### src/rtl/issue_scoreboard_pkg.sv
// Shared types for the decode-to-execute issue scoreboard: decoded instruction
// layout, issue FSM states and a register one-hot helper.
package issue_scoreboard_pkg;

  localparam int NUM_ARCH_REGS = 32;

  typedef enum logic [1:0] {RUN, CSR_DRAIN, CSR_WAIT, FLUSH} issue_state_t;

  typedef struct packed {
    logic [6:0]  opcode;
    logic        rd_v;
    logic [4:0]  rd;
    logic        rs1_v;
    logic [4:0]  rs1;
    logic        rs2_v;
    logic [4:0]  rs2;
    logic        is_csr;
    logic [31:0] imm;
  } instr_dec_t;

  // x0 is hardwired to zero, so it can never appear in a busy or clear mask
  function automatic logic [NUM_ARCH_REGS-1:0] reg_onehot(input logic [4:0] idx);
    logic [NUM_ARCH_REGS-1:0] m;
    m      = '0;
    m[idx] = 1'b1;
    m[0]   = 1'b0;
    return m;
  endfunction

endpackage

### src/rtl/sb_clear_mask.sv
// Folds the commit ports into a mask of registers whose pending write retired
// this cycle, plus the number of instructions retired.
module sb_clear_mask
  import issue_scoreboard_pkg::*;
#(
  parameter int NUM_CMT = 2
) (
  input  logic [NUM_CMT-1:0]             cmt_valid,
  input  logic [NUM_CMT-1:0]             cmt_rd_v,
  input  logic [NUM_CMT*5-1:0]           cmt_rd,
  output logic [NUM_ARCH_REGS-1:0]       clr_mask,
  output logic [$clog2(NUM_CMT+1)-1:0]   cmt_count
);

  localparam int CW = $clog2(NUM_CMT + 1);

  always_comb begin
    clr_mask  = '0;
    cmt_count = '0;
    for (int k = 0; k < NUM_CMT; k++) begin
      if (cmt_valid[k] && cmt_rd_v[k]) begin
        clr_mask = clr_mask | reg_onehot(cmt_rd[k*5 +: 5]);
      end
      cmt_count = cmt_count + CW'(cmt_valid[k]);
    end
  end

endmodule

### src/rtl/issue_scoreboard.sv
// Issue control between decode and execute: busy-table hazard stalls, CSR
// serialisation, in-flight bound, flush handling and a one-entry output register.
module issue_scoreboard
  import issue_scoreboard_pkg::*;
#(
  parameter int MAX_INFLIGHT = 8,
  parameter int NUM_CMT      = 2
) (
  input  logic                              clk,
  input  logic                              rst,
  input  logic                              dec_valid_i,
  input  instr_dec_t                        dec_instr_i,
  output logic                              dec_ready_o,
  output logic                              iss_valid_o,
  output instr_dec_t                        iss_instr_o,
  input  logic                              iss_ready_i,
  input  logic [NUM_CMT-1:0]                cmt_valid_i,
  input  logic [NUM_CMT-1:0]                cmt_rd_v_i,
  input  logic [NUM_CMT*5-1:0]              cmt_rd_i,
  input  logic                              flush_i,
  output logic [NUM_ARCH_REGS-1:0]          busy_o,
  output logic [$clog2(MAX_INFLIGHT+1)-1:0] inflight_o
);

  localparam int              IW      = $clog2(MAX_INFLIGHT + 1);
  localparam int              CW      = $clog2(NUM_CMT + 1);
  localparam logic [IW-1:0]   MAX_CNT = IW'(MAX_INFLIGHT);

  issue_state_t             state;
  logic [NUM_ARCH_REGS-1:0] busy;
  logic [IW-1:0]            inflight;

  logic [NUM_ARCH_REGS-1:0] clr_mask;
  logic [CW-1:0]            cmt_count;
  logic [NUM_ARCH_REGS-1:0] busy_eff;
  logic [NUM_ARCH_REGS-1:0] set_mask;
  logic [IW-1:0]            inflight_base;
  logic                     hazard;
  logic                     out_free;
  logic                     accept;

  sb_clear_mask #(.NUM_CMT(NUM_CMT)) u_clear_mask (
    .cmt_valid (cmt_valid_i),
    .cmt_rd_v  (cmt_rd_v_i),
    .cmt_rd    (cmt_rd_i),
    .clr_mask  (clr_mask),
    .cmt_count (cmt_count)
  );

  // Registers retiring this cycle are already treated as free for hazard checks
  assign busy_eff      = busy & ~clr_mask;
  assign inflight_base = inflight - IW'(cmt_count);
  assign out_free      = !iss_valid_o || iss_ready_i;

  assign hazard = (dec_instr_i.rs1_v && busy_eff[dec_instr_i.rs1])
               || (dec_instr_i.rs2_v && busy_eff[dec_instr_i.rs2])
               || (dec_instr_i.rd_v  && busy_eff[dec_instr_i.rd]);

  always_comb begin
    dec_ready_o = 1'b0;
    if (!rst && !flush_i) begin
      case (state)
        RUN:       dec_ready_o = !hazard && !dec_instr_i.is_csr
                                 && (inflight_base < MAX_CNT) && out_free;
        CSR_DRAIN: dec_ready_o = (inflight_base == '0) && !iss_valid_o && !hazard;
        default:   dec_ready_o = 1'b0;
      endcase
    end
  end

  assign accept   = dec_valid_i && dec_ready_o;
  assign set_mask = (accept && dec_instr_i.rd_v) ? reg_onehot(dec_instr_i.rd) : '0;

  // Set is OR-ed after the clear so a new writer keeps its register busy
  always_ff @(posedge clk) begin
    if (rst) begin
      state       <= RUN;
      busy        <= '0;
      inflight    <= '0;
      iss_valid_o <= 1'b0;
      iss_instr_o <= '0;
    end else if (flush_i) begin
      state       <= FLUSH;
      busy        <= '0;
      inflight    <= '0;
      iss_valid_o <= 1'b0;
    end else begin
      busy     <= busy_eff | set_mask;
      inflight <= inflight_base + IW'(accept);
      if (accept) begin
        iss_valid_o <= 1'b1;
        iss_instr_o <= dec_instr_i;
      end else if (iss_ready_i) begin
        iss_valid_o <= 1'b0;
      end
      case (state)
        RUN:       if (dec_valid_i && dec_instr_i.is_csr) state <= CSR_DRAIN;
        CSR_DRAIN: if (accept) state <= CSR_WAIT;
        CSR_WAIT:  if (inflight_base == '0) state <= RUN;
        default:   state <= RUN;
      endcase
    end
  end

  assign busy_o     = busy;
  assign inflight_o = inflight;

  // Retiring more instructions than are in flight means the commit side is broken
  commit_underflow: assert property (@(posedge clk) disable iff (rst)
    int'(cmt_count) <= int'(inflight));

endmodule

### config.mk
export PLATFORM = sky130hd
export DESIGN_NAME = issue_scoreboard
export DESIGN_NICKNAME = d
export VERILOG_FILES = /design/src/rtl/issue_scoreboard_pkg.sv /design/src/rtl/sb_clear_mask.sv /design/src/rtl/issue_scoreboard.sv
export SDC_FILE = /design/constraint.sdc
export NUM_CORES = 1
export LEC_CHECK = 0
export BUFFER_PORTS_ARGS = -buffer_cell sky130_fd_sc_hd__buf_2
export CAP_MARGIN = 0
export CORE_MARGIN = 2
export CORE_UTILIZATION = 46
export CTS_BUF_LIST = sky130_fd_sc_hd__clkbuf_16
export DETAILED_ROUTE_END_ITERATION = 10
export GPL_TIMING_DRIVEN = 0
export PLACE_DENSITY = 0.75
export SKIP_CTS_REPAIR_TIMING = 1
export SKIP_LAST_GASP = 1
export SLEW_MARGIN = 20
export SYNTH_ARGS = -nofsm -noshare
export SYNTH_HDL_FRONTEND = slang
export SYNTH_SLANG_ARGS = --single-unit
### constraint.sdc
create_clock -name clk -period 3.5 [get_ports clk]
set_input_delay 0.175 -clock clk [delete_from_list [all_inputs] [get_ports clk]]
set_output_delay 0.175 -clock clk [all_outputs]
set_load 0.02 [all_outputs]
==> results of run 1 <==
[routing by layer]
metal	vias up	wire, µm
li1	2862	-
met1	2973	8000
met2	368	9800
met3	51	1990
met4	0	611
met5	-	0
[worst max-delay path: cells and delay by family, from the launching register on]
family / cells / cell delay (ns)
flip-flops: 1 / 0.33
AO/OA/AOI/OAI: 4 / 1.37
buffers and inverters: 2 / 0.16
adder cells (fa/ha/maj): 5 / 1.18
XOR/XNOR: 2 / 0.22
AND/OR/NAND/NOR: 4 / 0.47
[area by class of cell]
cell class                 count  area, µm²
inverter                      15       56.3
buffer                        60        302
clock buffer                   9        225
tap                          143        179
multi-input combinational    476       3400
fill                        1023       4260
sequential                    96       1920
timing repair buffer         175        902
clock inverter                 7       70.1
[sequential cells by signal (all words and copies together) (netlist names)]
name and count:
state 2, iss_instr_o 58, busy_o 31, iss_valid_o 1, inflight_o 4
[power by group through the flow]
stage	Combinational [mW]	Clock (mW)	Sequential [mW]
after global placement	0.361	0	1.14
after global routing	0.481	1.05	1.12
after floorplan	0.220	0	1.16
final	0.446	0.990	1.12
after CTS	0.375	0.995	1.12
after detailed placement	0.372	0	1.14
[cells in the final DEF, fill, tap and decap left out, types with 6 or more instances in the layout]
| master | n |
|---|---|
| sky130_fd_sc_hd__nor2b_1 | 9 |
| sky130_fd_sc_hd__nand2b_1 | 7 |
| sky130_fd_sc_hd__buf_2 | 171 |
| sky130_fd_sc_hd__nand3_2 | 8 |
| sky130_fd_sc_hd__or3b_1 | 6 |
| sky130_fd_sc_hd__nand3_1 | 85 |
| sky130_fd_sc_hd__nor3_1 | 6 |
| sky130_fd_sc_hd__inv_1 | 11 |
| sky130_fd_sc_hd__buf_4 | 15 |
| sky130_fd_sc_hd__a21oi_1 | 47 |
| sky130_fd_sc_hd__o22ai_2 | 14 |
| sky130_fd_sc_hd__o22ai_1 | 20 |
| sky130_fd_sc_hd__clkbuf_1 | 39 |
| sky130_fd_sc_hd__o221ai_1 | 29 |
| sky130_fd_sc_hd__a21oi_2 | 13 |
| sky130_fd_sc_hd__mux2i_1 | 9 |
| sky130_fd_sc_hd__o21ai_0 | 29 |
| sky130_fd_sc_hd__o21ai_1 | 28 |
| sky130_fd_sc_hd__clkbuf_16 | 9 |
| sky130_fd_sc_hd__nand2_1 | 15 |
| sky130_fd_sc_hd__and2_1 | 7 |
| sky130_fd_sc_hd__nand3b_1 | 7 |
| sky130_fd_sc_hd__dfxtp_1 | 95 |
| sky130_fd_sc_hd__nor2_1 | 23 |
| sky130_fd_sc_hd__a22oi_1 | 7 |
[stage by stage]
stage | worst slack (ns) | utilization, % | area, µm² | hold WS [ns]
after floorplan | 0.000554 | - | 5300 | 0.323
after global placement | -1.17 | 55.8 | 6320 | 0.429
after detailed placement | -1.16 | 55.8 | 6320 | 0.436
after CTS | -1.09 | 58.4 | 6610 | 0.0690
after global routing | -0.558 | 62.3 | 7060 | 0.0770
final | -0.365 | 62.3 | 7060 | 0.0726
[logic make-up (layout without fill, tap and decap cells)]
kind of cell	count (synthesis)	after routing
and+or+nand+nor	205	205
AOI/OAI and AO/OA	242	242
buffers and inverters	77	266
adders and majority gates	6	6
xor gates and xnor gates	6	6
DFF	96	96
muxes	16	16
other	1	1
[path summary, 6_finish.rpt]
kind	slack (ns)	startpoint	end
worst max-delay path	-0.36	inflight_o[0]$_SDFF_PP0_	inflight_o[2]$_SDFF_PP0_
worst min-delay path	0.07	dec_instr_i[15]	iss_instr_o[15]$_SDFFE_PP0P_
worst max register to register	-0.36	inflight_o[0]$_SDFF_PP0_	inflight_o[2]$_SDFF_PP0_
worst min register to register	0.47	iss_instr_o[11]$_SDFFE_PP0P_	iss_instr_o[11]$_SDFFE_PP0P_
==> run summary, run 1 <==
### Synthesis
- **synthesized flop and latch total** 96
- **ranking of synthesized cells by instance count** sky130_fd_sc_hd__dfxtp_1, sky130_fd_sc_hd__nand3_1, sky130_fd_sc_hd__a21oi_1
- **sequential element share of the synthesized area** 36.3%
- **Synth async-reset ratio** 0%
- **largest cells by area after synthesis** sky130_fd_sc_hd__dfxtp_1, sky130_fd_sc_hd__nand3_1, sky130_fd_sc_hd__a21oi_1
- **predominant post-synthesis flop cell** sky130_fd_sc_hd__dfxtp_1
- **parity-gate share of the synthesized area counting xor and xnor cells** 0.992%
- **main combinational cell family by area after synthesis** compound AO/OA/AOI/OAI gates
- **share of Yosys cell area claimed by the top area cell type** 36.3%
- **complex-gate fraction of the synthesized area** 30.3%
- **post-synthesis share of cell area spent on full adders, half adders and majority gates** 1.56%
- **count of cell types in the netlist** 69
- **proportion of synthesized area in mux cells** 3.83%
- **count of flip-flops with a built-in enable after synthesis** 0
- **net count after synthesis** 732
- **syn_area_per_cell** 8.16 µm²
- **count leader, synth** sky130_fd_sc_hd__dfxtp_1
- **count of yosys warnings during synthesis** 0
- **instance count of the mapped netlist** 649
- **library cell occupying the most area in the post-synthesis netlist** sky130_fd_sc_hd__dfxtp_1
- **netlist area before placement** 5300 µm²
- **share of synthesized cell area in and, or, nand and nor gates** 21.2%

### Worst setup path
- **Crit path arrival time** 4.08 ns
- **critical-path cell list** fa_2, inv_2, ha_4, nor2_4, ha_4, xnor2_2, nand4_1, a2111oi_4, o221ai_2, a211o_1, a2111oi_4, nand2_2, inv_2, ha_4, ha_4, xnor2_2, nor2_1
- **slowest cell delay on critical path** 0.59 ns
- **launching element type of the critical path** flip-flop
- **largest fanout on the critical path** 4
- **critical path type** flip-flop to flip-flop
- **Critical Path Most Common Cell** sky130_fd_sc_hd__ha_4
- **critical path capture point type** flip-flop
- **R2R cell count** 17
- **cell at the slowest stage of the critical path** sky130_fd_sc_hd__fa_2
- **required time of the critical path** 3.72 ns

### Cells and area
- **proportion of layout cells with a drive suffix above 1** 34.0%
- **count of placed standard cells in the final layout, fillers left out** 981
- **layout overhead on the synthesized area** 33.2%
- **total number of nets in the final design** 916
- **count of inserted antenna diode cells** 0

### Routing
- **Routed WL per cell** 20.8 µm
- **number of violations reported at the end of detailed-routing iteration 0** 622
- **number of vias after detailed routing** 6254
- **TritonRoute pass-1 iters** 5
- **detailed-route DRC error count** 0
- **total detailed-routing wirelength** 20400 µm
- **via-per-instance ratio** 6.38
- **remaining number of nets flagged by the antenna check after routing** 0

### Timing
- **Slew @ Worst Pin** 0.938 ns
- **final slew viol count** 0
- **Period Utilization, post-route** 110%
- **Worst Setup Slack, final** -0.365 ns
- **maximum achievable frequency** 259 MHz
- **final count of negative-setup-slack endpoints** 96
- **Rel. slew slack** 37.0%
- **Hold Fails Final Rpt** 0
- **final critical-path required period** 3.86 ns
- **final setup TNS** -20.05 ns
- **worst clock skew** 0.00656 ns
- **unrepaired setup endpoints after global routing** yes

### Power and ir drop
- **design internal power** 1.83 mW
- **fraction of power consumed by the clock network** 38.7%
- **power per cell area** 362 nW/µm²
- **switching part of the total** 28.6%
- **Max IR drop VDD** 251 µV
- **power consumption** 2.56 mW
- **leakage power of the design** 2.62 nW
- **relative contribution of sequential cells to total power** 43.8%
- **Net Sw Power** 0.732 mW
- **combinational cell fraction of total power** 17.4%

### CTS
- **sink count of the clock tree** 96
- **Reg clk slew, reported paths** 0.07 ns
- **insertion delay to the later sink of the worst-skew pair** 0.35 ns
- **clock tree from TritonCTS** done
- **number of CTS-inserted buffers** 9
- **H-tree lvl count** 3
- **number of buffers on the longest clock path** 2
- **CTS root buf** sky130_fd_sc_hd__clkbuf_16

### Global routing
- **via count of the first global-routing pass** 5911
- **GR Util met3** 6.89%
- **gr busiest metal** met2
- **first-pass GRT wire length** 31500 µm
- **met1 track utilization from global routing** 40.4%
- **largest net degree at the start of global routing** 17
- **global-route total usage across every layer** 31.4%
- **number of antenna violations at the first check in global routing** 0
- **total gr overflow** 0
- **GR Layer Usage met2** 52.8%

### Floorplan
- **top-level port count** 173
- **area of the die** 12400 µm²
- **core outline area** 11300 µm²
- **chip height** 111 µm
- **Site Rows** 39
- **starting utilization of the core area** 46.8%
- **horizontal extent of the die** 111 µm

### Place
- **hpwl dp** 15100 µm
- **Buffers on Ports** 167
- **final weighted congestion in routability-driven placement** 1.04
- **Placed Instances** 959

### Worst hold path
- **number of cells traversed by the worst hold path** 3
- **worst min-delay path class** input port to flip-flop

### Outcome
- **violated checks** negative setup slack
- **result of the run** finished, violations left

### Run
- **max-cap violations** 0

(Power assumes the default switching activity.)
==> run 2, diff against run 1 <==
- BUFFER_PORTS_ARGS: -buffer_cell sky130_fd_sc_hd__buf_2 -> not set
- CORE_UTILIZATION: 46 -> 50
- DONT_BUFFER_PORTS: not set -> 1
- PLACE_DENSITY: 0.75 -> 0.67
==> run 2 against run 1 <==
  * Maximum frequency down 6.5%
  * Sequential cell count did not move
  * Combinational power rose by 2%
  * Via count decreased by 0.62%
  * Sequential power about the same
  * Largest power group unchanged
  * Critical path depth shrank 2
  * The run still ends with negative setup slack left
  * Core utilization is 10 points higher
  * Clock-buffer cell count unchanged
  * Clock skew rose by 0.0039 ns
  * Global-route usage is 2.1 points higher
==> run summary, run 2 (synthesis results as in run 1) <==
### Worst setup path
- **launching element type of the critical path** flip-flop
- **R2R cell count** 15
- **R2R setup slack** -0.63 ns
- **Crit path arrival time** 4.35 ns
- **critical path capture point type** flip-flop
- **cell at the slowest stage of the critical path** sky130_fd_sc_hd__fa_2
- **critical path type** flip-flop to flip-flop
- **required time of the critical path** 3.71 ns
- **critical-path cell list** fa_2, inv_2, ha_4, nor2_4, ha_2, xnor2_1, nand4_1, a2111oi_4, o221ai_1, a211o_1, a2111o_1, buf_4, clkbuf_1, o21ai_1, a21oi_2
- **worst r2r src** inflight_o[0]$_SDFF_PP0_
- **largest fanout on the critical path** 10
- **slowest cell delay on critical path** 0.59 ns
- **reg2reg end** iss_instr_o[9]$_SDFFE_PP0P_

### Timing
- **Slew @ Worst Pin** 1.10 ns
- **final count of negative-setup-slack endpoints** 97
- **Period Utilization, post-route** 118%
- **maximum achievable frequency** 242 MHz
- **Rel. slew slack** 25.9%
- **final setup TNS** -48.31 ns
- **Worst Setup Slack, final** -0.633 ns
- **unrepaired setup endpoints after global routing** yes
- **worst clock skew** 0.0104 ns
- **final slew viol count** 0
- **Hold Fails Final Rpt** 0
- **final critical-path required period** 4.13 ns
- **tightest hold margin** 0.0154 ns

### CTS
- **sink count of the clock tree** 96
- **clock tree from TritonCTS** done
- **insertion delay to the later sink of the worst-skew pair** 0.35 ns
- **number of CTS-inserted buffers** 9
- **CTS root buf** sky130_fd_sc_hd__clkbuf_16
- **H-tree lvl count** 3
- **Reg clk slew, reported paths** 0.07 ns
- **number of buffers on the longest clock path** 2

### Power and ir drop
- **Max IR drop VDD** 256 µV
- **power per cell area** 360 nW/µm²
- **leakage power of the design** 2.12 nW
- **power consumption** 2.70 mW

### Cells and area
- **count of inserted antenna diode cells** 0
- **count of placed standard cells in the final layout, fillers left out** 865
- **most common library cell in the layout ignoring fill and taps** sky130_fd_sc_hd__dfxtp_1
- **top library cells by usage in the layout, fill and taps aside** sky130_fd_sc_hd__dfxtp_1, sky130_fd_sc_hd__a21oi_2, sky130_fd_sc_hd__dlygate4sd3_1, sky130_fd_sc_hd__clkbuf_1, sky130_fd_sc_hd__nand3_1
- **layout overhead on the synthesized area** 41.6%
- **proportion of layout cells with a drive suffix above 1** 28.4%
- **core occupancy in the finished layout** 72.7%
- **number of flip-flops in the largest register** 58
- **register name with the most flops** iss_instr_o
- **total number of nets in the final design** 807

### Place
- **final weighted congestion in routability-driven placement** 1.01
- **hpwl dp** 14200 µm
- **Placed Instances** 785
- **Buffers on Ports** 0

### Floorplan
- **horizontal extent of the die** 107 µm
- **area of the die** 11400 µm²
- **Site Rows** 37
- **starting utilization of the core area** 51.3%
- **chip height** 107 µm
- **core outline area** 10300 µm²
- **top-level port count** 173

### Global routing
- **largest net degree at the start of global routing** 17
- **number of antenna violations at the first check in global routing** 0
- **via count of the first global-routing pass** 5357
- **first-pass GRT wire length** 29700 µm
- **global-route total usage across every layer** 33.5%
- **total gr overflow** 0

### Run
- **max-cap violations** 0

### Routing
- **number of violations reported at the end of detailed-routing iteration 0** 736
- **Routed WL per cell** 26.3 µm
- **total detailed-routing wirelength** 22800 µm
- **detailed-route DRC error count** 0
- **remaining number of nets flagged by the antenna check after routing** 0
- **number of vias after detailed routing** 6215
- **via-per-instance ratio** 7.18
- **TritonRoute pass-1 iters** 10

### Worst hold path
- **worst min-delay path class** input port to flip-flop
- **Hold Path End** state[1]$_SDFFE_PP0P_
- **hold_sp** flush_i
- **number of cells traversed by the worst hold path** 2

### Outcome
- **violated checks** negative setup slack
- **result of the run** finished, violations left

==> run 2: how the worst max path moves through the flow <==
| stage | from | to | slack (ns) |
|---|---|---|---|
| final | inflight_o[0]$_SDFF_PP0_ | iss_instr_o[9]$_SDFFE_PP0P_ | -0.63 |
| after global routing | inflight_o[0]$_SDFF_PP0_ | inflight_o[2]$_SDFF_PP0_ | -0.74 |
| after CTS | inflight_o[0]$_SDFF_PP0_ | inflight_o[2]$_SDFF_PP0_ | -1.23 |
| after detailed placement | inflight_o[0]$_SDFF_PP0_ | iss_instr_o[0]$_SDFFE_PP0P_ | -1.23 |
| after global placement | inflight_o[0]$_SDFF_PP0_ | inflight_o[2]$_SDFF_PP0_ | -1.22 |
| after floorplan | inflight_o[0]$_SDFF_PP0_ | inflight_o[2]$_SDFF_PP0_ | 0.0006 |
==> run 2: final cells by class <==
cell class / count / area, µm²
Buffer: 60 / 317
Clock buffer: 9 / 225
Clock inverter: 7 / 95.1
Fill cell: 733 / 2820
Inverter: 15 / 56.3
Multi-Input combinational cell: 476 / 3970
Sequential cell: 96 / 1930
Tap cell: 136 / 170
Timing Repair Buffer: 66 / 744
==> run 2: report_power, final <==
part,internal [mW],switching [mW]
clock,0.629,0.474
combinational,0.173,0.283
sequential,1.11,0.0317
total,1.91,0.788
==> run 2: layer usage <==
layer,share of wire (%),vias to the layer above,track usage [%]
li1,-,2669,-
met1,36,2950,43.6
met2,48,493,52.0
met3,13,103,11.1
met4,4.1,0,11.9
met5,0,-,0
==> run 2: critical path: cells and delay by family (launching register included) <==
family	cells	cell delay (ns)
AOI/OAI and AO/OA	6	1.82
DFF	1	0.37
xor gates and xnor gates	1	0.12
adders and majority gates	3	0.94
buffers and inverters	3	0.48
and+or+nand+nor	2	0.25
==> run 2: through the flow <==
step	area (µm²)	setup slack [ns]
floorplan	5300	0.000554
global placement	5470	-1.22
detailed placement	5480	-1.23
CTS	5800	-1.23
global route	7500	-0.742
finish	7500	-0.633
==> run 3, diff against run 2 <==
--- a/config.mk
+++ b/config.mk
@@ -8,10 +8,10 @@
 export CAP_MARGIN = 0
 export CORE_MARGIN = 2
-export CORE_UTILIZATION = 50
+export CORE_UTILIZATION = 25
 export CTS_BUF_LIST = sky130_fd_sc_hd__clkbuf_16
 export DETAILED_ROUTE_END_ITERATION = 10
 export DONT_BUFFER_PORTS = 1
 export GPL_TIMING_DRIVEN = 0
-export PLACE_DENSITY = 0.67
+export PLACE_DENSITY = 0.37
 export SKIP_CTS_REPAIR_TIMING = 1
 export SKIP_LAST_GASP = 1
==> constraint.sdc (replaced) <==
create_clock -name clk -period 4 [get_ports clk]
set_input_delay 1 -clock clk [delete_from_list [all_inputs] [get_ports clk]]
set_output_delay 1 -clock clk [all_outputs]
set_load 0.02 [all_outputs]
==> run 3 against run 2 <==
  * The run still ends with negative setup slack left
  * Final cell count increased by 11%
  * Clock-buffer cell count unchanged
  * Setup slack got worse by 0.26 ns
  * Critical endpoint is now dec_ready_o
  * Largest power group unchanged
==> run summary, run 3 (synthesis results as in run 1) <==
### Worst setup path
- **R2R setup slack** -0.36 ns
- **critical path type** input port to primary output
- **largest fanout on the critical path** 10
- **launching element type of the critical path** input port
- **critical path capture point type** primary output
- **required time of the critical path** 3.00 ns
- **Crit path arrival time** 3.89 ns

### CTS
- **sink count of the clock tree** 96
- **insertion delay to the later sink of the worst-skew pair** 0.36 ns
- **number of buffers on the longest clock path** 2
- **number of CTS-inserted buffers** 9
- **H-tree lvl count** 3
- **CTS root buf** sky130_fd_sc_hd__clkbuf_16
- **clock tree from TritonCTS** done
- **Reg clk slew, reported paths** 0.07 ns

### Place
- **Buffers on Ports** 0
- **placed cell areas** 5740 µm²
- **final weighted congestion in routability-driven placement** 0.865
- **hpwl dp** 17300 µm
- **Placed Instances** 924

### Cells and area
- **layout overhead on the synthesized area** 27.8%
- **# fillers** 2198
- **Sequential Area** 1920 µm²
- **post-route design area** 6770 µm²
- **count of inserted antenna diode cells** 0
- **register name with the most flops** iss_instr_o
- **top library cells by usage in the layout, fill and taps aside** sky130_fd_sc_hd__dfxtp_1, sky130_fd_sc_hd__nand3_1, sky130_fd_sc_hd__a21oi_1, sky130_fd_sc_hd__o21ai_0, sky130_fd_sc_hd__clkbuf_1
- **count of placed standard cells in the final layout, fillers left out** 961
- **proportion of layout cells with a drive suffix above 1** 19.1%
- **core occupancy in the finished layout** 32.4%
- **area taken by multi-input logic gates** 3470 µm²
- **most common library cell in the layout ignoring fill and taps** sky130_fd_sc_hd__dfxtp_1
- **number of flip-flops in the largest register** 58
- **total number of nets in the final design** 764

### Routing
- **detailed-route DRC error count** 0
- **remaining number of nets flagged by the antenna check after routing** 0
- **via-per-instance ratio** 5.81
- **number of vias after detailed routing** 5580
- **number of violations reported at the end of detailed-routing iteration 0** 366
- **Routed WL per cell** 23.9 µm
- **total detailed-routing wirelength** 23000 µm
- **TritonRoute pass-1 iters** 5

### Floorplan
- **core outline area** 20900 µm²
- **top-level port count** 173
- **horizontal extent of the die** 150 µm
- **Site Rows** 53
- **chip height** 150 µm
- **starting utilization of the core area** 25.4%
- **area of the die** 22400 µm²

### Timing
- **unrepaired setup endpoints after global routing** yes
- **maximum achievable frequency** 205 MHz
- **Slew @ Worst Pin** 1.27 ns
- **Hold Fails Final Rpt** 0
- **final count of negative-setup-slack endpoints** 97
- **Period Utilization, post-route** 122%
- **worst clock skew** 0.0131 ns
- **Rel. slew slack** 14.7%
- **final slew viol count** 0
- **Worst Setup Slack, final** -0.890 ns
- **final critical-path required period** 4.89 ns
- **final setup TNS** -43.33 ns

### Global routing
- **via count of the first global-routing pass** 5432
- **number of antenna violations at the first check in global routing** 0
- **largest net degree at the start of global routing** 20
- **global-route total usage across every layer** 19.6%
- **total gr overflow** 0
- **first-pass GRT wire length** 33300 µm

### Power and ir drop
- **power per cell area** 323 nW/µm²
- **Max IR drop VDD** 181 µV
- **leakage power of the design** 1.95 nW

### Worst hold path
- **worst min-delay path class** flip-flop to flip-flop

### Run
- **max-cap violations** 0

### Outcome
- **result of the run** finished, violations left
- **violated checks** negative setup slack

run 3: cell types whose count changed in the layout (fill, tap and decap cells not counted), moves of 8 or more:
cell,delta
sky130_fd_sc_hd__a21oi_1,+40
sky130_fd_sc_hd__a21oi_2,-40
sky130_fd_sc_hd__nand3_2,-28
sky130_fd_sc_hd__o22ai_1,-8
sky130_fd_sc_hd__o21ai_0,+10
sky130_fd_sc_hd__nand3_4,-21
sky130_fd_sc_hd__dlygate4sd3_1,-46
sky130_fd_sc_hd__nand3_1,+49
sky130_fd_sc_hd__o21ai_1,-9
run 3: final cells by class:
| type | count | area share, % |
|---|---|---|
| sequential | 96 | 28.4 |
| multi-input combinational | 476 | 51.3 |
| clock inverter | 7 | 1.09 |
| tap | 275 | 5.08 |
| buffer | 62 | 5.69 |
| timing repair buffer | 21 | 4.18 |
| clock buffer | 9 | 3.33 |
| inverter | 15 | 0.943 |
run 3: path summary, 6_finish.rpt:
path | startpoint | to | cells after the start
min | iss_instr_o[32]$_SDFFE_PP0P_ | iss_instr_o[32]$_SDFFE_PP0P_ | 2
min reg2reg | iss_instr_o[32]$_SDFFE_PP0P_ | iss_instr_o[32]$_SDFFE_PP0P_ | 2
max reg2reg | inflight_o[0]$_SDFF_PP0_ | iss_instr_o[51]$_SDFFE_PP0P_ | 18
max | cmt_rd_i[0] | dec_ready_o | 7
run 3: metrics by stage:
step                      total power, mW  worst slack, ns  hold WS [ns]
after floorplan                      1.22           -0.434         0.554
after global placement               1.29            -1.60         0.570
after detailed placement             1.29            -1.33         0.572
after CTS                            2.17            -1.31         0.585
after global routing                 2.28            -1.02         0.603
final                                2.18           -0.890         0.575
run 3: per-layer routing:
layer | up-vias | wire length [µm] | track usage [%]
li1 | 2569 | - | -
met1 | 2732 | 9160 | 24.0
met2 | 241 | 11200 | 32.1
met3 | 38 | 2100 | 6.25
met4 | 0 | 544 | 7.29
met5 | - | 0 | 0
run 3: where the power goes:
part	total (mW)	leakage [nW]	internal [mW]	switching, mW
logic	0.314	1.03	0.112	0.202
registers	0.994	0.775	0.968	0.0261
clock network	0.877	0.147	0.442	0.435
run 3: critical path, stage by stage:
cell and delay [ns]:
sky130_fd_sc_hd__nand4b_1 0.58, sky130_fd_sc_hd__o221ai_1 0.73, sky130_fd_sc_hd__mux4_2 0.38, sky130_fd_sc_hd__or3_1 0.14
sky130_fd_sc_hd__a32oi_2 0.23, sky130_fd_sc_hd__buf_2 0.28, sky130_fd_sc_hd__a2111oi_4 0.54
